<file path="src/rtl/gon_mcc_buf_pkg.sv">
// gon_pkg: shared types, constants and the ID/mask match helper for the
// GON multicast controller slice.
// Optional feature macro used by gon_mcc_buf: GON_MCC_BCAST_EN.
package gon_pkg;

    // Default tag width of the GON; modules may be built narrower or wider.
    localparam int GON_TAG_W   = 4;
    // Widest tag the match helper handles; narrower tags are zero-extended.
    localparam int GON_TAG_MAX = 64;

    typedef logic [GON_TAG_W-1:0] tag_t;

    // All-ones tag reserved for broadcast; slice to the instance tag width.
    localparam logic [GON_TAG_MAX-1:0] GON_BCAST_TAG = '1;

    // A tag hits when every bit not marked don't-care in mask equals the ID.
    // Zero-extension of all three operands leaves the upper bits neutral.
    function automatic logic gon_tag_match(input logic [GON_TAG_MAX-1:0] tag,
                                           input logic [GON_TAG_MAX-1:0] id,
                                           input logic [GON_TAG_MAX-1:0] mask);
        return ((tag ^ id) & ~mask) == '0;
    endfunction

endpackage

</file>
<file path="src/rtl/gon_mcc_buf_if.sv">
// gon_mcc_buf_if: bus-side ingress (data/tag/enable/ready) and consumer-side
// egress (data/enable/ready) handshake of the multicast controller.
// master = bus segment plus consumer, slave = the controller itself.
interface gon_mcc_buf_if #(
    parameter int DATA_WIDTH = 64,
    parameter int TAG_WIDTH  = 4
);
    logic [DATA_WIDTH-1:0] in_data;
    logic [TAG_WIDTH-1:0]  in_tag;
    logic                  in_enable;
    logic                  in_ready;
    logic [DATA_WIDTH-1:0] out_data;
    logic                  out_enable;
    logic                  out_ready;

    modport master (
        output in_data, in_tag, in_enable, out_ready,
        input  in_ready, out_data, out_enable
    );

    modport slave (
        input  in_data, in_tag, in_enable, out_ready,
        output in_ready, out_data, out_enable
    );
endinterface

</file>
<file path="src/rtl/gon_mcc_buf_fifo.sv">
// gon_fifo: synchronous first-word-fall-through FIFO. The head word is
// visible on rdata whenever the FIFO is non-empty and reads as zero when
// empty. DEPTH must be a power of two so the pointers wrap for free.
// The caller guarantees no push when full and no pop when empty.
module gon_fifo #(
    parameter int DATA_WIDTH = 64,
    parameter int DEPTH      = 4,
    localparam int AW        = $clog2(DEPTH),
    localparam int LW        = $clog2(DEPTH + 1)
) (
    input  logic                  clk,
    input  logic                  reset,
    input  logic                  push,
    input  logic                  pop,
    input  logic [DATA_WIDTH-1:0] wdata,
    output logic [DATA_WIDTH-1:0] rdata,
    output logic                  full,
    output logic                  empty,
    output logic [LW-1:0]         level
);

    logic [DATA_WIDTH-1:0] mem [DEPTH];
    logic [AW-1:0]         wr_ptr;
    logic [AW-1:0]         rd_ptr;
    logic [LW-1:0]         count;

    // Pointers and occupancy; reset flushes the FIFO without touching storage.
    always_ff @(posedge clk or posedge reset) begin
        if (reset) begin
            wr_ptr <= '0;
            rd_ptr <= '0;
            count  <= '0;
        end else begin
            if (push) begin
                wr_ptr <= wr_ptr + 1'b1;
            end
            if (pop) begin
                rd_ptr <= rd_ptr + 1'b1;
            end
            case ({push, pop})
                2'b10:   count <= count + 1'b1;
                2'b01:   count <= count - 1'b1;
                default: count <= count;
            endcase
        end
    end

    // Storage write; contents are only meaningful behind the count.
    always_ff @(posedge clk) begin
        if (push) begin
            mem[wr_ptr] <= wdata;
        end
    end

    assign full  = (count == LW'(DEPTH));
    assign empty = (count == '0);
    assign level = count;
    assign rdata = empty ? '0 : mem[rd_ptr];

endmodule

</file>
<file path="src/rtl/gon_mcc_buf.sv">
// gon_mcc_buf: buffered multicast controller for the global-on-chip network.
// Claims bus words whose tag matches the loaded ID/mask, queues them in a
// DEPTH-entry FWFT FIFO and hands them downstream on a ready/enable
// handshake. Words not addressed here always see in_ready=1.
// Build option: define GON_MCC_BCAST_EN to let the all-ones tag hit every
// configured controller.
module gon_mcc_buf
    import gon_pkg::*;
#(
    parameter int DATA_WIDTH = 64,
    parameter int TAG_WIDTH  = 4,
    parameter int DEPTH      = 4,
    localparam int LW        = $clog2(DEPTH + 1)
) (
    input  logic                 clk,
    input  logic                 reset,
    input  logic                 cfg_load,
    input  logic [TAG_WIDTH-1:0] cfg_id,
    input  logic [TAG_WIDTH-1:0] cfg_mask,
    gon_mcc_buf_if.slave         bus,
    output logic                 cfg_valid,
    output logic [LW-1:0]        fifo_level
);

    logic [TAG_WIDTH-1:0]   q_id;
    logic [TAG_WIDTH-1:0]   q_mask;

    logic [GON_TAG_MAX-1:0] tag_x;
    logic [GON_TAG_MAX-1:0] id_x;
    logic [GON_TAG_MAX-1:0] mask_x;
    logic                   id_hit;
    logic                   bcast_hit;
    logic                   match;

    logic                   full;
    logic                   empty;
    logic                   push;
    logic                   pop;

    // Config registers; a reload takes effect for matching on the next cycle
    // and leaves already-queued words alone.
    always_ff @(posedge clk or posedge reset) begin
        if (reset) begin
            q_id      <= '1;
            q_mask    <= '0;
            cfg_valid <= 1'b0;
        end else if (cfg_load) begin
            q_id      <= cfg_id;
            q_mask    <= cfg_mask;
            cfg_valid <= 1'b1;
        end
    end

    assign tag_x  = GON_TAG_MAX'(bus.in_tag);
    assign id_x   = GON_TAG_MAX'(q_id);
    assign mask_x = GON_TAG_MAX'(q_mask);
    assign id_hit = gon_tag_match(tag_x, id_x, mask_x);

`ifdef GON_MCC_BCAST_EN
    assign bcast_hit = (bus.in_tag == GON_BCAST_TAG[TAG_WIDTH-1:0]);
`else
    assign bcast_hit = 1'b0;
`endif

    // An unconfigured controller never claims a word, broadcast or not.
    assign match = cfg_valid & (id_hit | bcast_hit);

    // Only a full FIFO facing a word addressed here can hold the bus; out_ready
    // deliberately plays no part, so a full FIFO never accepts on a pop.
    assign bus.in_ready = ~match | ~full;

    assign push = bus.in_enable & match & ~full;
    assign pop  = ~empty & bus.out_ready;

    gon_fifo #(
        .DATA_WIDTH (DATA_WIDTH),
        .DEPTH      (DEPTH)
    ) u_fifo (
        .clk   (clk),
        .reset (reset),
        .push  (push),
        .pop   (pop),
        .wdata (bus.in_data),
        .rdata (bus.out_data),
        .full  (full),
        .empty (empty),
        .level (fifo_level)
    );

    assign bus.out_enable = ~empty;

endmodule

</file>
<file path="src/flat_wrapper.sv">
// flat-port wrapper written by rule: the top's interface ports become plain ports
module gon_mcc_buf_flat import gon_pkg::*;
#(
    parameter int DATA_WIDTH = 64,
    parameter int TAG_WIDTH  = 4,
    parameter int DEPTH      = 4,
    localparam int LW        = $clog2(DEPTH + 1)
)
  (clk, reset, cfg_load, cfg_id, cfg_mask, cfg_valid, fifo_level, bus_in_data, bus_in_tag, bus_in_enable, bus_out_ready, bus_in_ready, bus_out_data, bus_out_enable);
  gon_mcc_buf_if #(.DATA_WIDTH(DATA_WIDTH), .TAG_WIDTH(TAG_WIDTH)) bus_i ();
  input  logic clk;
  input  logic reset;
  input  logic cfg_load;
  input  logic [TAG_WIDTH-1:0] cfg_id;
  input  logic [TAG_WIDTH-1:0] cfg_mask;
  output logic cfg_valid;
  output logic [LW-1:0] fifo_level;
  input wire logic [$bits(bus_i.in_data)-1:0] bus_in_data;
  input wire logic [$bits(bus_i.in_tag)-1:0] bus_in_tag;
  input wire logic [$bits(bus_i.in_enable)-1:0] bus_in_enable;
  input wire logic [$bits(bus_i.out_ready)-1:0] bus_out_ready;
  output wire logic [$bits(bus_i.in_ready)-1:0] bus_in_ready;
  output wire logic [$bits(bus_i.out_data)-1:0] bus_out_data;
  output wire logic [$bits(bus_i.out_enable)-1:0] bus_out_enable;
  assign bus_i.in_data = bus_in_data;
  assign bus_i.in_tag = bus_in_tag;
  assign bus_i.in_enable = bus_in_enable;
  assign bus_i.out_ready = bus_out_ready;
  assign bus_in_ready = bus_i.in_ready;
  assign bus_out_data = bus_i.out_data;
  assign bus_out_enable = bus_i.out_enable;
  gon_mcc_buf #(.DATA_WIDTH(DATA_WIDTH), .TAG_WIDTH(TAG_WIDTH), .DEPTH(DEPTH)) u_core (.clk(clk), .reset(reset), .cfg_load(cfg_load), .cfg_id(cfg_id), .cfg_mask(cfg_mask), .bus(bus_i), .cfg_valid(cfg_valid), .fifo_level(fifo_level));
endmodule
</file>
<file path="config.mk">
export PLATFORM = sky130hd
export DESIGN_NAME = gon_mcc_buf_flat
export DESIGN_NICKNAME = d
export VERILOG_FILES = /design/src/rtl/gon_mcc_buf_pkg.sv /design/src/rtl/gon_mcc_buf_if.sv /design/src/rtl/gon_mcc_buf_fifo.sv /design/src/rtl/gon_mcc_buf.sv /design/src/flat_wrapper.sv
export SDC_FILE = /design/constraint.sdc
export NUM_CORES = 1
export LEC_CHECK = 0
export ABC_AREA = 1
export BUFFER_PORTS_ARGS = -buffer_cell sky130_fd_sc_hd__buf_2
export CAP_MARGIN = 20
export CORE_ASPECT_RATIO = 0.75
export CORE_MARGIN = 2
export CORE_UTILIZATION = 45
export DETAILED_ROUTE_END_ITERATION = 7
export PLACE_DENSITY = 0.69
export SLEW_MARGIN = 20
export SYNTH_ARGS = -nofsm -noshare
export SYNTH_HDL_FRONTEND = slang
export SYNTH_SLANG_ARGS = --single-unit
</file>
<file path="constraint.sdc">
create_clock -name clk -period 12.4 [get_ports clk]
set_clock_uncertainty 0.2 [all_clocks]
set_input_delay 1.24 -clock clk [delete_from_list [all_inputs] [get_ports clk]]
set_output_delay 1.24 -clock clk [all_outputs]
set_load 0.01 [all_outputs]
</file>
After elaboration in Yosys (flattened, before gate mapping)
Memories as Yosys holds them, arrays and structs flattened.
Index checks and enable logic that the tools add are counted.
{"block": "totals", "ram_bits": 256, "register_bits": 16, "mem_count": 1}
{"block": "op_classes", "bitwise": 11, "muxes": 4, "reduce_logical": 3, "add_sub_neg": 4, "eq_ne": 3}
{"memory": "u_core.u_fifo.mem", "words": 4, "word_bits": 64, "rd": 1, "rd_ports_with_merged_regs": 0, "wr": 1, "line_no": "gon_mcc_buf_fifo.sv:22", "text": "logic [DATA_WIDTH-1:0] mem [DEPTH];"}
{"operator": "64-bit AND", "n": 1}
{"operator": "64-bit logical NOT", "n": 1}
{"operator": "64-bit two-way mux", "n": 1}
{"operator": "4-bit NOT with 64-bit output", "n": 1}
{"operator": "3-bit case mux with 2 select lines", "n": 1}
{"operator": "2-bit by 1-bit adder with 2-bit output (second input constant)", "n": 2}
{"operator": "1-bit AND", "n": 4}
{"operator": "4-bit XOR", "n": 1}
{"operator": "3-bit by 1-bit adder with 3-bit output (second input constant)", "n": 1}
{"operator": "3-bit == test (second input constant)", "n": 1}
{"operator": "3-bit logical NOT", "n": 1}
{"operator": "1-bit NOT", "n": 3}
{"operator": "3-bit by 1-bit subtractor with 3-bit output (second input constant)", "n": 1}
{"operator": "2-bit by 1-bit == test with 1-bit output (second input constant)", "n": 1}
{"operator": "2-bit == test (second input constant)", "n": 1}
{"operator": "1-bit two-way mux", "n": 2}
{"operator": "2-bit nonzero test", "n": 1}
{"operator": "1-bit bitwise OR", "n": 1}

Longest topological paths before layout
{"block": "depth", "word_depth": 8, "mapped_depth": 12, "mapped_depth_nobuf": 12}

Cells and area by module
From an unflattened synthesis, not the netlist that was laid out.
{"block": "unflattened", "cells_unflattened": 1123, "area_unflattened_um2": 11812.6}
{"module": "gon_fifo", "n_inst": 1, "area_per_inst_um2": 11338.4, "cells_per_inst": 1061}
{"module": "gon_mcc_buf", "n_inst": 1, "area_per_inst_um2": 474.2, "cells_per_inst": 62}

Worst setup path before layout
No wires, ideal clock.
{"block": "synth_timing", "path_kind": "input-to-reg", "from": "input bus_in_tag[3]", "to": "memory u_core.u_fifo.mem[0][0] (enable)", "path_slack_ns": 7.240, "stages": 7, "arrival_time_ns": 4.473, "required_ns": 11.713, "cell_sequence": "inv_1 -> nand2_1 -> nand3_1 -> nand2_1 -> nor2_1 -> nand3_2 -> nor2_1"}
{"block": "synth_via", "elab_chain_cells": 8}
{"item": "start, declared", "line_no": "flat_wrapper.sv:19", "text": "input wire logic [$bits(bus_i.in_tag)-1:0] bus_in_tag;"}
{"item": "4-bit XOR", "line_no": "gon_mcc_buf_pkg.sv:21", "text": "return ((tag ^ id) & ~mask) == '0;"}
{"item": "64-bit AND", "line_no": "gon_mcc_buf_pkg.sv:21"}
{"item": "64-bit logical NOT", "line_no": "gon_mcc_buf_pkg.sv:21"}
{"item": "1-bit AND", "line_no": "gon_mcc_buf.sv:66", "text": "assign match = cfg_valid & (id_hit | bcast_hit);"}
{"item": "1-bit AND (2 in a row)", "line_no": "gon_mcc_buf.sv:72", "text": "assign push = bus.in_enable & match & ~full;"}
{"item": "1-bit two-way mux", "line_no": "gon_mcc_buf_fifo.sv:50", "text": "if (push) begin"}
{"item": "1-bit two-way mux (not written as such)", "line_no": "gon_mcc_buf_fifo.sv:51", "text": "mem[wr_ptr] <= wdata;"}
{"item": "end, declared", "line_no": "gon_mcc_buf_fifo.sv:22"}
No other way between the ends.

Final worst setup path
{"block": "layout_timing", "from": "register u_core.u_fifo.rd_ptr[0]", "to": "output bus_out_data[34]"}
{"block": "layout_via", "elab_chain_cells": 2}
{"item": "start, declared", "line_no": "gon_mcc_buf_fifo.sv:24", "text": "logic [AW-1:0] rd_ptr;"}
{"item": "start signal, assigned", "line_no": "gon_mcc_buf_fifo.sv:38", "text": "rd_ptr <= rd_ptr + 1'b1;"}
{"item": "memory 4 x 64 bit"}
{"item": "64-bit two-way mux", "line_no": "gon_mcc_buf_fifo.sv:58", "text": "assign rdata = empty ? '0 : mem[rd_ptr];"}
{"item": "end, declared", "line_no": "flat_wrapper.sv:23", "text": "output wire logic [$bits(bus_i.out_data)-1:0] bus_out_data;"}
No other way between the ends.

==> impl_results.md <==
* Status: completed
* Worst setup path class: register to output port
* Commonest non-fill, non-tap cells in the layout: 261 x nor2_1, 256 x edfxtp_1, 150 x buf_2
* Antenna cells at 0
* Vias per inst at 5.11
* Most common cell after layout, fill and taps aside: nor2_1
* Core box area at 23800 um2
* Unrepaired setup endpoints after global routing: false
* Critical path endpoint category: output port
* Mapped Avg Cell Area at 12.5 um2
* Initial Utilization at 45.4%
* Final setup viols at 0
* IO Pins at 151
* DR iter-0 viols at 601
* Power share of the combinational group at 34.5%
* Buf/Inv on CP at 3
* Max Cap Violations at 0
* Die Wd at 183 um
* Family with the most delay on the worst path: buffers and inverters
* Post-Syn Area at 10800 um2
* Largest net degree at the start of global routing at 109
* # hold bufs at CTS at 0
* GRT Total Usage at 17.6%
* Critical path arrival at 3.16 ns
* Die H at 138 um
* Root Driver: clkbuf_16
* Post-Route WL at 22800 um
* Clock buffer depth at 3
* DP HPWL at 12800 um
* Pwr Density at 227 nW/um2
* Gr ovfl total at 0
* Max_slew headroom at 30.6%
* Hold Slack at 0.295 ns
* Post-synth cell types at 27
* Die Area at 25300 um2
* Cells along the critical path: clkinv_2 -> buf_4 -> o21ai_0 -> a21oi_1 -> buf_2
* Final worst path period share at 37.1%
* Crit path launch type: register
* Setup ws final at 7.80 ns
* Setup tns final at 0 ns
* Req. time, crit path at 10.96 ns
* Met3 Use GR at 2.87%
* Fin. Hold Viols at 0
* Sw frac at 35.5%
* Remaining antenna violation count at 0
* Slowest CP cell: buf_4
* Placed Cells at 1275
* Num rows at 49
* Residual DRC at 0
* Gpl congestion at 0.722
* Crit path largest cell delay at 0.85 ns
* Switching Power at 1010 uW
* Post-Syn Nets at 948
* Upper clock frequency limit at 0.217 GHz
* Pleak at 0.00452 uW
* NumNets Final at 1084
* Setup Slack @ Placement at 8.33 ns
* First-pass GRT wire length at 35000 um
* Area growth syn-to-layout at 15.9%
* Post-synthesis sequential area ratio at 74.9%
* Htree depth at 1
* Clock network fraction of total power at 26.4%
* Initial antenna violation count at 0
* CTS tree: yes
* Sink Count at 272
* Count of state elements after synthesis at 272
* Post-CTS Setup Bufs at 0
* Vias in the first global route at 6408
* Num CTS Buffers at 26
* Tmin final at 4.60 ns
* CP Max Fanout at 108
* FILL cells at 2091
* Worst-Margin Slew at 1.04 ns
* Fraction of layout cells with a size suffix above 1 at 20.6%
* Hold crit path type: register to register
* Reg power frac at 39.2%
* GR Util met2 at 27.0%
* Post-synthesis cell count at 861
* Routed WL per cell at 17.3 um
* Final Core Density at 52.6%
* Fin. max-slew vios at 0
* Clock Pin Slew Worst Setup and Hold Paths at 0.06 ns
* Grt met1 use at 26.8%
* Int Power at 1830 uW
* I/O Buffers at 150
* Via count at 6735
* Clk_lat worst skew at 0.52 ns
* Maximum VDD drop at 0.158 mV
* Post_cts resized at 0
* Warnings, synthesis at 0
* Pre-Repair DR Iteration Count at 5
* Gr busiest metal: met2
* Final cell count without fillers at 1319
## sequential cells by signal (all words and copies together) (netlist names)
signal,count
u_core.q_id,4
u_core.u_fifo.level,3
u_core.u_fifo.mem,256
u_core.u_fifo.rd_ptr,2
u_core.cfg_valid,1
u_core.q_mask,4
u_core.u_fifo.wr_ptr,2
## stage by stage
| step | area (um2) | total power, uW |
|---|---|---|
| after global routing | 12500 | 3020 |
| after floorplan | 10800 | 1800 |
| after detailed placement | 11700 | 2120 |
| after CTS | 12500 | 2880 |
| after global placement | 11700 | 2110 |
| final | 12500 | 2840 |
## cell usage after synthesis
cell	instances	share of area [%]
nand3_1	4	0.19
inv_2	1	0.035
edfxtp_1	256	71
buf_2	17	0.79
or2_2	1	0.058
dfrtp_1	12	2.8
buf_4	3	0.21
inv_1	26	0.90
buf_1	4	0.14
clkbuf_2	12	0.56
nor3_2	1	0.093
xnor2_1	1	0.081
ha_1	5	0.58
a21oi_1	65	3.0
xor2_1	3	0.24
o21ai_0	75	3.5
fa_1	1	0.19
o21ai_1	62	2.9
buf_6	11	1.1
nand4_1	2	0.12
nor2_1	265	9.2
nor3_1	1	0.046
nand2_1	23	0.80
clkbuf_1	4	0.14
dfstp_2	4	0.97
nand3_2	1	0.093
mux2_2	1	0.10
## power groups by stage
stage | Combinational [uW] | Clock [uW] | Sequential [uW]
6_report | 980 | 751 | 1110
5_1_grt | 1100 | 800 | 1120
4_1_cts | 995 | 767 | 1110
3_5_place_dp | 991 | 0 | 1130
3_3_place_gp | 983 | 0 | 1130
2_1_floorplan | 694 | 0 | 1100
## final timing paths
path,start,endpoint,slack [ns],depth (start not counted)
min in group asynchronous,reset,u_core.cfg_valid,0.60,2
max in group asynchronous,reset,u_core.u_fifo.rd_ptr[0],10.92,2
min reg2reg,u_core.q_id[1],u_core.q_id[1],0.30,2
min,u_core.q_id[1],u_core.q_id[1],0.30,2
max,u_core.u_fifo.rd_ptr[0],bus_out_data[34],7.80,5
max reg2reg,u_core.q_id[3],u_core.u_fifo.mem[0][30],9.53,7
## layer usage
layer / up-vias / wire length, um
li1: 3277 / -
met1: 3206 / 10900
met2: 224 / 10100
met3: 28 / 1490
met4: 0 / 335
met5: - / 0
## worst min-delay path, stage by stage (launching register included)
cell and delay (ns):
dfstp_2 0.37, inv_1 0.06, o21ai_0 0.07
## logic make-up (layout without fill, tap and decap cells)
logic type | count (synthesis) | in the layout | synth area share (%)
flops | 272 | 272 | 74.9
xor+xnor | 4 | 4 | 0.324
buf+inv | 78 | 230 | 3.92
compound gates | 202 | 202 | 9.36
simple gates | 298 | 298 | 10.6
mux | 1 | 1 | 0.104
fa+ha+maj | 6 | 6 | 0.765
## layout make-up
type | count | area [um2] | area share [%]
Clock buffer | 31 | 691 | 5.52
Clock inverter | 13 | 108 | 0.859
Inverter | 27 | 103 | 0.819
Multi-Input combinational cell | 511 | 2320 | 18.5
Sequential cell | 272 | 8100 | 64.7
Tap cell | 306 | 383 | 3.06
Timing Repair Buffer | 159 | 818 | 6.54
(Power assumes the default switching activity.)
